--- config.mk ---
export PLATFORM = sky130hd
export DESIGN_NAME = multi_edge_debounce
export DESIGN_NICKNAME = d
export VERILOG_FILES = /design/src/rtl/multi_edge_debounce.sv
export SDC_FILE = /design/constraint.sdc
export NUM_CORES = 1
export LEC_CHECK = 0
export BUFFER_PORTS_ARGS = -buffer_cell sky130_fd_sc_hd__buf_2
export CORE_ASPECT_RATIO = 0.8
export CORE_MARGIN = 4
export CORE_UTILIZATION = 25
export DETAILED_ROUTE_END_ITERATION = 10
export HOLD_SLACK_MARGIN = 0.03
export PLACE_DENSITY = 0.4
export SLEW_MARGIN = 20
export SYNTH_ARGS = -nofsm -noshare
export SYNTH_HDL_FRONTEND = slang
export SYNTH_SLANG_ARGS = --single-unit
--- constraint.sdc ---
create_clock -name clk -period 4 [get_ports clk]
set_input_delay 0.2 -clock clk [delete_from_list [all_inputs] [get_ports clk]]
set_output_delay 0.2 -clock clk [all_outputs]
set_load 0.01 [all_outputs]
--- src/rtl/multi_edge_debounce.sv ---
// Multi-channel button debouncer: two-flop synchronizer, per-channel stability counter,
// registered rise/fall/edge pulses and optional long-press (hold) detection.
module multi_edge_debounce #(
  parameter int unsigned N_CH         = 4,
  parameter int unsigned DEBOUNCE_CYC = 16,
  parameter int unsigned HOLD_CYC     = 0,
  parameter int unsigned EDGE_MODE    = 0
) (
  input  logic            clk,
  input  logic            rst,
  input  logic [N_CH-1:0] signal_in,
  output logic [N_CH-1:0] level_out,
  output logic [N_CH-1:0] rise_out,
  output logic [N_CH-1:0] fall_out,
  output logic [N_CH-1:0] edge_out,
  output logic [N_CH-1:0] hold_out,
  output logic            any_edge
);

  localparam int unsigned DW = $clog2(DEBOUNCE_CYC + 1);
  localparam logic [DW-1:0] DebLast = DW'(DEBOUNCE_CYC - 1);

  logic [N_CH-1:0] sync1_q, sync2_q;
  logic [N_CH-1:0] stable_q, stable_d;
  logic [N_CH-1:0] rise_q, rise_d;
  logic [N_CH-1:0] fall_q, fall_d;
  logic [DW-1:0]   deb_cnt_q [N_CH];
  logic [DW-1:0]   deb_cnt_d [N_CH];

  // Any cycle where the synchronized input agrees with the accepted level wipes the count.
  always_comb begin
    for (int i = 0; i < int'(N_CH); i++) begin
      deb_cnt_d[i] = '0;
      stable_d[i]  = stable_q[i];
      if (sync2_q[i] != stable_q[i]) begin
        if (deb_cnt_q[i] == DebLast) begin
          stable_d[i] = ~stable_q[i];
        end else begin
          deb_cnt_d[i] = deb_cnt_q[i] + 1'b1;
        end
      end
    end
    rise_d = stable_d & ~stable_q;
    fall_d = ~stable_d & stable_q;
  end

  always_ff @(posedge clk) begin
    if (rst) begin
      sync1_q  <= '0;
      sync2_q  <= '0;
      stable_q <= '0;
      rise_q   <= '0;
      fall_q   <= '0;
      for (int i = 0; i < int'(N_CH); i++) begin
        deb_cnt_q[i] <= '0;
      end
    end else begin
      sync1_q  <= signal_in;
      sync2_q  <= sync1_q;
      stable_q <= stable_d;
      rise_q   <= rise_d;
      fall_q   <= fall_d;
      for (int i = 0; i < int'(N_CH); i++) begin
        deb_cnt_q[i] <= deb_cnt_d[i];
      end
    end
  end

  assign level_out = stable_q;
  assign rise_out  = rise_q;
  assign fall_out  = fall_q;

  always_comb begin
    edge_out = '0;
    case (EDGE_MODE)
      0:       edge_out = rise_q;
      1:       edge_out = fall_q;
      default: edge_out = rise_q | fall_q;
    endcase
  end

  assign any_edge = |edge_out;

  if (HOLD_CYC > 0) begin : g_hold
    localparam int unsigned HW = $clog2(HOLD_CYC + 1);
    localparam logic [HW-1:0] HoldMax  = HW'(HOLD_CYC);
    localparam logic [HW-1:0] HoldFire = HW'(HOLD_CYC - 1);

    logic [HW-1:0]   hold_cnt_q [N_CH];
    logic [HW-1:0]   hold_cnt_d [N_CH];
    logic [N_CH-1:0] hold_q, hold_d;

    // Counter climbs from 0 (rise cycle) and parks at HOLD_CYC, so the fire value is hit once.
    always_comb begin
      for (int i = 0; i < int'(N_CH); i++) begin
        hold_cnt_d[i] = '0;
        if (stable_d[i] && !rise_d[i]) begin
          hold_cnt_d[i] = (hold_cnt_q[i] < HoldMax) ? hold_cnt_q[i] + 1'b1 : hold_cnt_q[i];
        end
        hold_d[i] = stable_d[i] && (hold_cnt_d[i] == HoldFire);
      end
    end

    always_ff @(posedge clk) begin
      if (rst) begin
        hold_q <= '0;
        for (int i = 0; i < int'(N_CH); i++) begin
          hold_cnt_q[i] <= '0;
        end
      end else begin
        hold_q <= hold_d;
        for (int i = 0; i < int'(N_CH); i++) begin
          hold_cnt_q[i] <= hold_cnt_d[i];
        end
      end
    end

    assign hold_out = hold_q;
  end else begin : g_no_hold
    assign hold_out = '0;
  end

endmodule

# Word level (Yosys, flattened, before mapping)
# Memory sizes are Yosys's and may differ from the RTL's.
# Index checks and enable logic that the tools add are counted.
# totals
register_bits,20
ram_bits,20
output_inout_bits,21
wordCells,54
mem_count,1
# classes
add_sub_neg,4
eq_ne,8
mux,23
bitwise,12
n_reduce_logical,1
# memory_table
name,words,word_bits,rd,rd_clocked_by_memory_dff,wr,line,source
deb_cnt_q,4,5,4,0,4,27,logic [DW-1:0] deb_cnt_q [N_CH];
# ops
op,n
2-to-1 mux 5 bit,12
"adder 5 x 1 -> 5 bit, second input constant",4
"== test 5 x 4 -> 1 bit, second input constant",4
2-to-1 mux 1 bit,11
AND 4 bit,2
inverter 4 bit,2
!= test 1 bit,4
inverter 1 bit,4
OR 1 bit,4
OR reduction 4 bit,1

# Depth between registers and ports, before layout
# An unclocked memory read counts as a cell.
# logic_depth
word_depth,6
depth_mapped,5

# Worst setup path after synthesis
# OpenSTA, ideal clock, no wires.
# synth_timing
kind,reg-to-reg
from,mem deb_cnt_q[0][0] (netlist name)
to,mem deb_cnt_q[0][2] (netlist name)
setup_ns,0.064
t_arrival_ns,1.389
required_time_ns,3.936
path_slack_ns,2.547
path_stages_with_launch,6
n_path_buf,0
path_cell_list,dfxtp_1 > ha_1 > and3_1 > ha_1 > or3_4 > nor2_1
# synth_rtl
item,line
from (decl),27

==> impl_metrics.toml <==
[power_and_ir_drop]
pwr-share-clk_pct = 45.8
swShare_pct = 18.95
seqPwrFrac_pct = 52.2
p_switching_mw = 0.1472
power.internal_mw = 0.6297
ir_drop_uv = 170.5
combPwrFrac_pct = 2.0
p_per_area_nw_per_um2 = 451.6
leakage_nw = 0.7174

[timing]
hold_viol_final = 0
setup_viol = 0
fin_crit_ns = 1.565
finalCritPeriodShare_pct = 39.11
fin_ws_ns = 2.435
setup-tns-final_ns = 0
rsz0062_at_grt = "no"
finClkSkew_ns = 0.006871
final_max_slew_viol_count = 0
fmax_mhz = 639.2
hold_ws_ns = 0.1191

[route]
vias_per_cell = 3.741
first_pass_iters = 3
num_vias = 894
ant_nets = 0
wire_per_inst_um = 9.699
drc = 0
wl_um = 2318
drt-initial-drc-count = 27

[yosys]
synth_seq_cells = 40
synth-main-ff-cell = "dfxtp_1"
synthCells = 138
synthTopCellsByArea = "dfxtp_1 (56%), ha_1 (6.9%), nor2_1 (6.2%)"
ys_seq_area_share_pct = 55.51
synth_common_cells = "dfxtp_1 (40), nor2_1 (24)"
synthDominantCellAreaShare_pct = 55.51
yosysUniqueCellTypes = 18
synthesis.area_um2 = 1443
ys_warn_count = 0
syn_avg_cell_area_um2 = 10.45
synth_most_common_cell = "dfxtp_1"
synth-edff-count = 0
synth_top_cell_by_area = "dfxtp_1"
async_reset_ff_share_pct = 0

[clock_network]
ctsLongestPathBuffers = 2
root_buffer = "clkbuf_8"
clk_latency_ns = 0.29
tritoncts = "built"
post_cts_resized = 0
post-cts-setup-buffers = 0
numCtsBuffers = 5
cts_htree_levels = 2
cts_num_sinks = 40
cts_hold_buf = 0
clk_pin_slew_ns = 0.07

[worst_setup_path]
end_kind = "register"
crit_path_max_fanout = 5
cp.required_ns = 4.22
critPathKind = "register to register"
cp-start-kind = "register"
crit_slowest_cell = "or3_4"
crit_arrival_ns = 1.79
crit_top_cell = "ha_1"
crit_chain = "ha_1, and3_1, ha_1, or3_4, nor2_1"
crit_family = "simple AND/OR/NAND/NOR gates"
cp_num_buf_inv = 0
crit_path_max_incr_delay_ns = 0.43

[min_path]
hold_path.class = "primary input to register"

[flow_run]
maxCapViolCount = 0

[global_routing]
grt_first_pass_wirelength_um = 4126
first_global_vias = 889
antenna_found_initial = 0
grt_usage_pct = 7.662
grt_max_degree = 25
grt_overflow = 0

[final_layout]
area_delta_synth_final_pct = 19.25
fillers = 583
antenna-diode-count = 0
drive_gt1_share_pct = 21.12
fin_nets = 174

[floorplanning]
die_h_um = 75.95
die_w_um = 92.93
die-area_um2 = 7058
num_io_pins = 27
num_rows = 24
core_um2 = 5525
start_util_pct = 26.11

[placed_design]
pre_cts_ws_ns = 2.441
place_hpwl_um = 1743
io_buffers = 22
gp_congestion = 0.7043

[outcome]
run_status = "complete, no violations"
[worst register-to-register path: stages (launching register included)]
cell and delay [ns]:
dfxtp_1 0.33, ha_1 0.22, and3_1 0.19, ha_1 0.21, or3_4 0.43, nor2_1 0.12
[metrics by stage]
stage / utilization [%] / std cells / total power, mW / cell area, µm²
finish: 31.14 / 239 / 0.7769 / 1720
floorplan: - / 141 / 0.4287 / 1454
global placement: 28.85 / 231 / 0.4304 / 1594
CTS: 31.14 / 239 / 0.7911 / 1720
global route: 31.14 / 239 / 0.8130 / 1720
detailed placement: 28.85 / 231 / 0.4311 / 1594
[worst paths after layout]
kind                                     end                  startpoint  cells past startpoint  slack, ns
setup / recovery  deb_cnt_q[1][3]$_SDFF_PP0_  deb_cnt_q[1][0]$_SDFF_PP0_                      5       2.44
hold / removal         sync1_q[1]$_SDFF_PP0_                signal_in[1]                      2       0.12
setup reg to reg  deb_cnt_q[1][3]$_SDFF_PP0_  deb_cnt_q[1][0]$_SDFF_PP0_                      5       2.44
hold reg to reg        sync2_q[2]$_SDFF_PP0_       sync1_q[2]$_SDFF_PP0_                      1       0.43
[cell usage in the layout (no fill, tap or decap)]
master / count
nand3_1: 4
buf_2: 22
nand2_1: 2
nor2_1: 24
ha_1: 8
xnor2_1: 8
mux2i_1: 4
nor4bb_1: 2
conb_1: 4
dfxtp_1: 40
or4_1: 1
or3_4: 4
bufinv_16: 1
inv_1: 8
clkbuf_8: 7
nor3_1: 6
nor2b_1: 8
xor2_1: 4
and3_1: 4
[cell families after synthesis]
group	count (synthesis)	share of synthesized area, %
AND/OR/NAND/NOR	55	20.47
adder cells (fa/ha/maj)	8	6.939
other	1	0.2599
buffers and inverters	18	6.765
multiplexers	4	2.775
flip-flops	40	55.51
XOR/XNOR	12	7.285
[sequential cells by signal (all words and copies together) (netlist names)]
signal,count
sync1_q,4
deb_cnt_q,20
edge_out,4
sync2_q,4
level_out,4
fall_out,4
[layer usage]
metal	up-vias	routed length, µm	GRT usage (%)
li1	470	-	-
met1	397	1113	8.786
met2	20	1028	11.57
met3	7	114	3.069
met4	0	62	5.271
met5	-	0	0
[area by class of cell]
| cell class | count | area, µm² | area share, % |
|---|---|---|---|
| sequential | 40 | 800.8 | 46.55 |
| clock inverter | 1 | 30.03 | 1.745 |
| multi-input combinational | 83 | 555.5 | 32.29 |
| inverter | 8 | 30.03 | 1.745 |
| tap | 78 | 97.59 | 5.673 |
| timing repair buffer | 22 | 110.1 | 6.400 |
| clock buffer | 7 | 96.34 | 5.600 |
[power groups by stage]
| stage | clock network (mW) | registers (mW) | logic [mW] |
|---|---|---|---|
| after floorplan | 0 | 0.414 | 0.0144 |
| after global placement | 0 | 0.415 | 0.0155 |
| after detailed placement | 0 | 0.415 | 0.0160 |
| after CTS | 0.369 | 0.406 | 0.0161 |
| after global routing | 0.388 | 0.406 | 0.0185 |
| final | 0.356 | 0.406 | 0.0157 |
No activity file was read; power rests on OpenSTA's default activity.
